### src/rtl/pipe_pkg.sv
// Shared types for the stage-boundary pipeline latches: latch state encoding,
// an example stage payload, and a small occupancy helper.
package pipe_pkg;

  typedef enum logic [1:0] {
    PIPE_EMPTY,
    PIPE_FULL,
    PIPE_SKID
  } pipe_state_t;

  // MEM/WB payload; instantiate the latch with WIDTH = $bits(mem_wb_t).
  typedef struct packed {
    logic [31:0] pc;
    logic [31:0] alu_result;
    logic [31:0] mem_data;
    logic [4:0]  rd;
    logic        reg_write;
    logic        mem_to_reg;
    logic [24:0] rsvd;
  } mem_wb_t;

  localparam int MEM_WB_WIDTH = $bits(mem_wb_t);

  function automatic logic [1:0] occupancy_of(pipe_state_t s);
    case (s)
      PIPE_FULL: occupancy_of = 2'd1;
      PIPE_SKID: occupancy_of = 2'd2;
      default:   occupancy_of = 2'd0;
    endcase
  endfunction

endpackage

### src/rtl/pipe_slot.sv
// One payload register of the pipeline latch: clear beats load, and both reset
// and clear restore the bubble value.
module pipe_slot
  import pipe_pkg::*;
#(
  parameter int               WIDTH       = 128,
  parameter logic [WIDTH-1:0] FLUSH_VALUE = '0
) (
  input  logic             CLK,
  input  logic             nRST,
  input  logic             load,
  input  logic             clear,
  input  logic [WIDTH-1:0] d,
  output logic [WIDTH-1:0] q
);

  always_ff @(posedge CLK or negedge nRST) begin
    if (!nRST) begin
      q <= FLUSH_VALUE;
    end else if (clear) begin
      q <= FLUSH_VALUE;
    end else if (load) begin
      q <= d;
    end
  end

endmodule

### src/rtl/pipe_latch_hs.sv
// Stage-boundary pipeline latch with valid/ready handshake, stall and flush.
// With SKID=1 a second entry absorbs one beat so in_ready comes from a flop.
module pipe_latch_hs
  import pipe_pkg::*;
#(
  parameter int               WIDTH       = 128,
  parameter int               SKID        = 1,
  parameter logic [WIDTH-1:0] FLUSH_VALUE = '0
) (
  input  logic             CLK,
  input  logic             nRST,
  input  logic             enable,
  input  logic             flush,
  input  logic             in_valid,
  output logic             in_ready,
  input  logic [WIDTH-1:0] in_data,
  output logic             out_valid,
  input  logic             out_ready,
  output logic [WIDTH-1:0] out_data,
  output logic [1:0]       occupancy
);

  pipe_state_t      state_reg;
  logic             main_valid;
  logic             skid_valid;
  logic             push;
  logic             pop;
  logic             main_load;
  logic [WIDTH-1:0] main_d;
  logic [WIDTH-1:0] skid_data;

  assign main_valid = (state_reg != PIPE_EMPTY);
  assign skid_valid = (state_reg == PIPE_SKID);
  assign out_valid  = main_valid && enable;
  assign occupancy  = occupancy_of(state_reg);

  // With a skid entry, in_ready depends only on the state flop, never on out_ready.
  generate
    if (SKID != 0) begin : g_rdy_skid
      assign in_ready = enable && !skid_valid;
    end else begin : g_rdy_direct
      assign in_ready = enable && (!main_valid || out_ready);
    end
  endgenerate

  assign push = in_valid && in_ready;
  assign pop  = out_valid && out_ready;

  // Main refills from upstream on fill or pass-through, or from skid on drain.
  always_comb begin
    main_load = 1'b0;
    main_d    = in_data;
    if (!flush && enable) begin
      case (state_reg)
        PIPE_EMPTY: main_load = push;
        PIPE_FULL:  main_load = push && pop;
        PIPE_SKID: begin
          main_load = pop;
          main_d    = skid_data;
        end
        default:    main_load = 1'b0;
      endcase
    end
  end

  always_ff @(posedge CLK or negedge nRST) begin
    if (!nRST) begin
      state_reg <= PIPE_EMPTY;
    end else if (flush) begin
      state_reg <= PIPE_EMPTY;
    end else if (enable) begin
      case (state_reg)
        PIPE_EMPTY: if (push) state_reg <= PIPE_FULL;
        PIPE_FULL: begin
          if (push && !pop && SKID != 0) state_reg <= PIPE_SKID;
          else if (pop && !push)         state_reg <= PIPE_EMPTY;
        end
        PIPE_SKID:  if (pop) state_reg <= PIPE_FULL;
        default:    state_reg <= PIPE_EMPTY;
      endcase
    end
  end

  pipe_slot #(
    .WIDTH       (WIDTH),
    .FLUSH_VALUE (FLUSH_VALUE)
  ) u_main (
    .CLK   (CLK),
    .nRST  (nRST),
    .load  (main_load),
    .clear (flush),
    .d     (main_d),
    .q     (out_data)
  );

  generate
    if (SKID != 0) begin : g_skid
      logic skid_load;
      assign skid_load = enable && !flush && (state_reg == PIPE_FULL) && push && !pop;

      pipe_slot #(
        .WIDTH       (WIDTH),
        .FLUSH_VALUE (FLUSH_VALUE)
      ) u_skid (
        .CLK   (CLK),
        .nRST  (nRST),
        .load  (skid_load),
        .clear (flush),
        .d     (in_data),
        .q     (skid_data)
      );
    end else begin : g_no_skid
      assign skid_data = FLUSH_VALUE;
    end
  endgenerate

endmodule

### config.mk
export PLATFORM = sky130hd
export DESIGN_NAME = pipe_latch_hs
export DESIGN_NICKNAME = d
export VERILOG_FILES = /design/src/rtl/pipe_pkg.sv /design/src/rtl/pipe_slot.sv /design/src/rtl/pipe_latch_hs.sv
export SDC_FILE = /design/constraint.sdc
export NUM_CORES = 1
export LEC_CHECK = 0
export BUFFER_PORTS_ARGS = -buffer_cell sky130_fd_sc_hd__buf_2
export CAP_MARGIN = 20
export CORE_MARGIN = 1.5
export CORE_UTILIZATION = 58
export CTS_CLUSTER_SIZE = 20
export DETAILED_ROUTE_END_ITERATION = 7
export PLACE_DENSITY = 0.82
export SLEW_MARGIN = 20
export SYNTH_ARGS = -nofsm -noshare
export SYNTH_HDL_FRONTEND = slang
export SYNTH_SLANG_ARGS = --single-unit
### constraint.sdc
create_clock -name CLK -period 5.6 [get_ports CLK]
set_clock_uncertainty 0.15 [all_clocks]
set_input_delay 0.56 -clock CLK [delete_from_list [all_inputs] [get_ports CLK]]
set_output_delay 0.56 -clock CLK [all_outputs]
set_load 0.02 [all_outputs]
After elaboration in Yosys (flattened, before gate mapping). Index checks and enable logic that the tools add are counted. Widths: inputs -> output; s select.

Output and inout port bits: 132. Word-level logic and storage cells: 45. Flip-flop bits (word level): 258. Bits of input ports: 134.

Reduce and logical (&&, ||, !) cells: 21. Equal/unequal tests: 5. Muxes and demuxes: 16.

Operators with widths (number): $mux 128 (6); $mux 2 (6); $logic_and 1x1->1 (11); $reduce_bool 2->1 (4); $pmux 2 s3 (1); $logic_not 1->1 (4); $ne 4x4->1 const B (1); $pmux 2 s2 (1); $reduce_and 4->1 (1); $ne 3x2->1 const B (1); $ne 3x3->1 const B (1); $pmux 1 s3 (1); $eq 2x1->1 const B (1); $eq 2x2->1 const B (1); $logic_not 2->1 (1); $mux 1 (1).

Longest topological paths before layout.
Depth after elaboration: 11. Depth in mapped cells: 8. Mapped depth without buffers: 4.

Hierarchy. A second synthesis with hierarchy kept.

Cell total of the unflattened synthesis: 989. Area, all modules: 12908.6 um2.

By module, submodules not included: pipe_slot (cells each 412, area each 5292.6 um2, times used 2, seq. area each 3203.1 um2); pipe_latch_hs (cells each 165, area each 2323.5 um2, times used 1, seq. area each 50.0 um2).

Worst setup path before layout. No wires, ideal clock.

Kind: in2reg. Start: in flush. End: reg u_main.q[72]. Stages: 8. Path buffers: 4. Arrival time: 1.844 ns. Required time: 5.346 ns. Setup time: 0.104 ns. Slack: 3.502 ns. Cells stage by stage: buf_4 > and2b_1 > and2_1 > buf_4 > buf_12 > buf_12 > mux2i_1 > a221oi_1.

Cells in the longest elaborated chain, start to end: 5. Elaborated cells on any way between the ends: 7. Those cells by class: mux (4); reduce/logical (3).

RTL lines: start, declared (RTL line pipe_latch_hs.sv:13) `input logic flush,`; $logic_not 1->1 (RTL line pipe_latch_hs.sv:53) `if (!flush && enable) begin`; $logic_and 1x1->1 (RTL line pipe_latch_hs.sv:53); $mux 128 (RTL line pipe_latch_hs.sv:53); $mux 128 (RTL line pipe_slot.sv:22) `end else if (load) begin`; $mux 128 (RTL line pipe_slot.sv:20) `end else if (clear) begin`; end signal, assigned (RTL line pipe_slot.sv:19) `q <= FLUSH_VALUE;`; end signal, assigned (RTL line pipe_slot.sv:21) `q <= FLUSH_VALUE;`; end signal, assigned (RTL line pipe_slot.sv:23) `q <= d;`; end, declared (RTL line pipe_slot.sv:14) `output logic [WIDTH-1:0] q`.

Several ways; a longest one is shown, not always the timed one. The select of a mux whose other input is x is not followed. A chain may end at the register's enable or synchronous reset.

Final worst setup path.
Start: reg state_reg[1]. End: reg u_main.q[64].

Cells in the longest elaborated chain, start to end: 8. Elaborated cells on any way between the ends: 17. Those cells by class: eq/ne (2); mux (6); reduce/logical (9).

RTL lines: start, declared (RTL line pipe_latch_hs.sv:23) `pipe_state_t state_reg;`; start signal, assigned (RTL line pipe_latch_hs.sv:68) `state_reg <= PIPE_EMPTY;`; start signal, assigned (RTL line pipe_latch_hs.sv:70) `state_reg <= PIPE_EMPTY;`; start signal, assigned (RTL line pipe_latch_hs.sv:73) `PIPE_EMPTY: if (push) state_reg <= PIPE_FULL;`; $eq 2x2->1 (RTL line pipe_latch_hs.sv:33, pipe_latch_hs.sv:54); $logic_not 1->1 (RTL line pipe_latch_hs.sv:40) `assign in_ready = enable && !skid_valid;`; $logic_and 1x1->1 (RTL line pipe_latch_hs.sv:40); $logic_and 1x1->1 (RTL line pipe_latch_hs.sv:46) `assign push = in_valid && in_ready;`; $logic_and 1x1->1 (RTL line pipe_latch_hs.sv:56) `PIPE_FULL: main_load = push && pop;`; $pmux 1 s3 (RTL line pipe_latch_hs.sv:54) `case (state_reg)`; $mux 1 (RTL line pipe_latch_hs.sv:53); $reduce_bool 2->1 (no line).

Several ways; a longest one is shown, not always the timed one. The select of a mux whose other input is x is not followed.

==> run_results.csv <==
group,metric,value,unit
sta,tns,0,ns
layout,stdcell_count,1566,
placed_design,place_congestion,0.8086,
synthesis,synth_most_common_cell,"dfrtp_1",
layout,layout.area.seq,6456,um2
drt,first_pass_iters,5,
sta,setup_viol,0,
worst_setup_path,crit_buf_inv,1,
layout,stdcell_area,13650,um2
grt,first_global_vias,8745,
synthesis,synth-main-ff-cell,"dfrtp_1",
worst_setup_path,cp_top_family,"simple AND/OR/NAND/NOR gates",
floorplan,ios,266,
worst_setup_path,crit_path_max_incr_delay,1.04,ns
worst_setup_path,crit_fanout,45,
clocking,cts_tree,"built",
drt,via_per_inst,5.789,
worst_setup_path,critPathSlowestCell,"and4bb_2",
synthesis,synth_top_area_share,56.16,%
grt,antenna_found_initial,7,
floorplan,die_h,143.8,um
grt,grt_max_degree,148,
sta,rsz0062_at_grt,"false",
synthesis,ys_seq_area_share,56.16,%
synthesis,netlist.top_cell.by_area,"dfrtp_1",
worst_hold_path,worstHoldPathType,"in2reg",
synthesis,synth_seq_cells,258,
synthesis,netlist_top_cells_count,"dfrtp_1 (258), nand2_1 (257), nand3b_1 (128)",
sta,setup_ws,2.515,ns
clocking,root_buffer,"clkbuf_16",
sta,tightest_slew,1.069,ns
worst_setup_path,worstSetupStartpointType,"flop",
synthesis,syn_nets,1201,
drt,drc_errors,0,
synthesis,ys_async_sr_fraction,100.0,%
clocking,clkLatencyLatePin,0.51,ns
floorplan,start_util,59.07,%
floorplan,dieWidth,143.8,um
drt,ant_nets,0,
drt,avgRoutedWirePerCell,17.99,um
placed_design,place_area,12770,um2
clocking,post_cts_buffers,0,
clocking,cts_made_buffers,26,
pwr,leakage,7.806,nW
layout,multi_input_area,4553,um2
worst_setup_path,crit_type,"reg2reg",
grt,track_usage,27.04,%
worst_setup_path,cp-end-kind,"flop",
clocking,clk_path_buf_depth,3,
pwr,finalPower,4.126,mW
layout,fin_nets,1412,
drt,dr_total_vias,9066,
grt,grt_overflow,0,
clocking,cts.sink_count,258,
clocking,worst_setup_hold_path_clk_slew,0.06,ns
synthesis,synth_area_leaders,"dfrtp_1 (56%), nand2_1 (8.4%), nand3b_1 (8.4%)",
layout,area_growth_syn_to_layout,18.75,%
floorplan,row_count,51,
layout,nFillCells,1430,
synthesis,synth_edf_count,0,
floorplan,coreArea,19460,um2
synthesis,synth_cell_types,32,
status,status,"finished clean",
sta,slew_violations,0,
sta,period_minus_slack,3.085,ns
layout,drive_gt1_share,25.17,%
sta,fmax,324.1,MHz
worst_setup_path,cp.required,5.77,ns
synthesis,yosys_warnings,0,
placed_design,port_buffers,265,
flow_run,drv_cap,0,
worst_setup_path,path_cells,"and4bb_2, inv_1, nand2_2, a221oi_1",
pwr,peakVddDrop,0.2263,mV
synthesis,syn_area,11500,um2
placed_design,pre_cts_ws,2.316,ns
sta,slew_headroom,28.72,%
clocking,h-tree-depth,1,
synthesis,synthCells,1067,
placed_design,dp.cells,1513,
clocking,ctsResizeCount,0,
synthesis,syn_avg_cell_area,10.77,um2
drt,drt_wl_total,28180,um
floorplan,die_area,20670,um2
sta,hold_viol_final,0,
grt,grt_pass1_wl,44860,um
drt,first_iter_violations,659,
pwr,p_per_area,302.2,nW/um2
worst_setup_path,crit_arrival,3.26,ns
placed_design,hpwl,16720,um
sta,finalCritPeriodShare,55.09,%
==> worst reg2reg max path: stages, from the launching register on <==
cell	delay (ns)
dfrtp_1	0.46
and4bb_2	1.04
inv_1	0.21
nand2_2	0.75
a221oi_1	0.29
==> final timing paths <==
path	start	cells after the start	end	slack, ns
min in group asynchronous	nRST	2	u_main.q[48]	0.54
max in group asynchronous	nRST	3	u_main.q[98]	3.49
hold reg to reg	u_main.q[20]	1	u_main.q[20]	0.32
setup / recovery	state_reg[1]	4	u_main.q[64]	2.51
setup reg to reg	state_reg[1]	4	u_main.q[64]	2.51
hold / removal	in_data[46]	3	g_skid.u_skid.q[46]	0.10
==> per-layer routing <==
metal / track usage [%] / wire, um / up-vias
met4: 10.42 / 896 / 2
met5: 0 / 9 / -
li1: - / - / 4152
met3: 3.965 / 1809 / 57
met1: 38.56 / 12090 / 4495
met2: 42.08 / 13370 / 360
==> cell usage in the layout (no fill, tap or decap), types with 2 or more instances in the layout <==
cell       Yosys  routed
nand3b_1     128     128
a21o_1        80      80
buf_4          4       9
mux2i_1       52      52
a221oi_2       2       2
nor2b_1        2       2
clkinv_2       0       5
diode_2        0       6
a22o_1        80      80
clkbuf_8       0       6
nor2_1        48      48
clkbuf_1      48       5
dfrtp_1      258     258
nand2b_1       5       5
buf_2         21     263
clkbuf_16      0      27
and2b_1        3       3
inv_1          2       2
a221oi_1      42      42
a31oi_1        2       2
nand2_1      257     257
buf_12         3       2
==> report_power, final <==
part,internal (mW),switching (mW)
registers,1.93,0.0449
logic,0.163,0.286
clock network,1.00,0.696
total,3.10,1.03
==> through the flow <==
| stage | hold slack, ns | util, % |
|---|---|---|
| after detailed placement | 0.3099 | 65.60 |
| after global placement | 0.3032 | 65.60 |
| after floorplan | 0.1144 | - |
| after global routing | 0.09835 | 70.13 |
| final | 0.1007 | 70.14 |
| after CTS | 0.08533 | 69.96 |
==> cell families (layout without fill, tap and decap cells) <==
logic type | after synthesis | after routing | share of synthesized area [%]
simple gates | 451 | 451 | 19.49
buf+inv | 95 | 323 | 4.473
compound gates | 211 | 211 | 15.35
mux | 52 | 52 | 4.528
flops | 258 | 258 | 56.16
other cells | 0 | 6 | 0
==> cell type report <==
type	count	share of cell area [%]
antenna	6	0.1100
clock buffer	38	5.692
tap	265	2.429
multi-input combinational	714	33.35
timing repair buffer	276	10.61
inverter	2	0.05499
sequential	258	47.29
clock inverter	7	0.4583
==> repair_timing <==
action                     4_1_cts  5_1_grt
hold buffers                     1        0
setup endpoints to repair        0        0
hold endpoints to repair        14        0
Power figures use the tool's default switching activity.
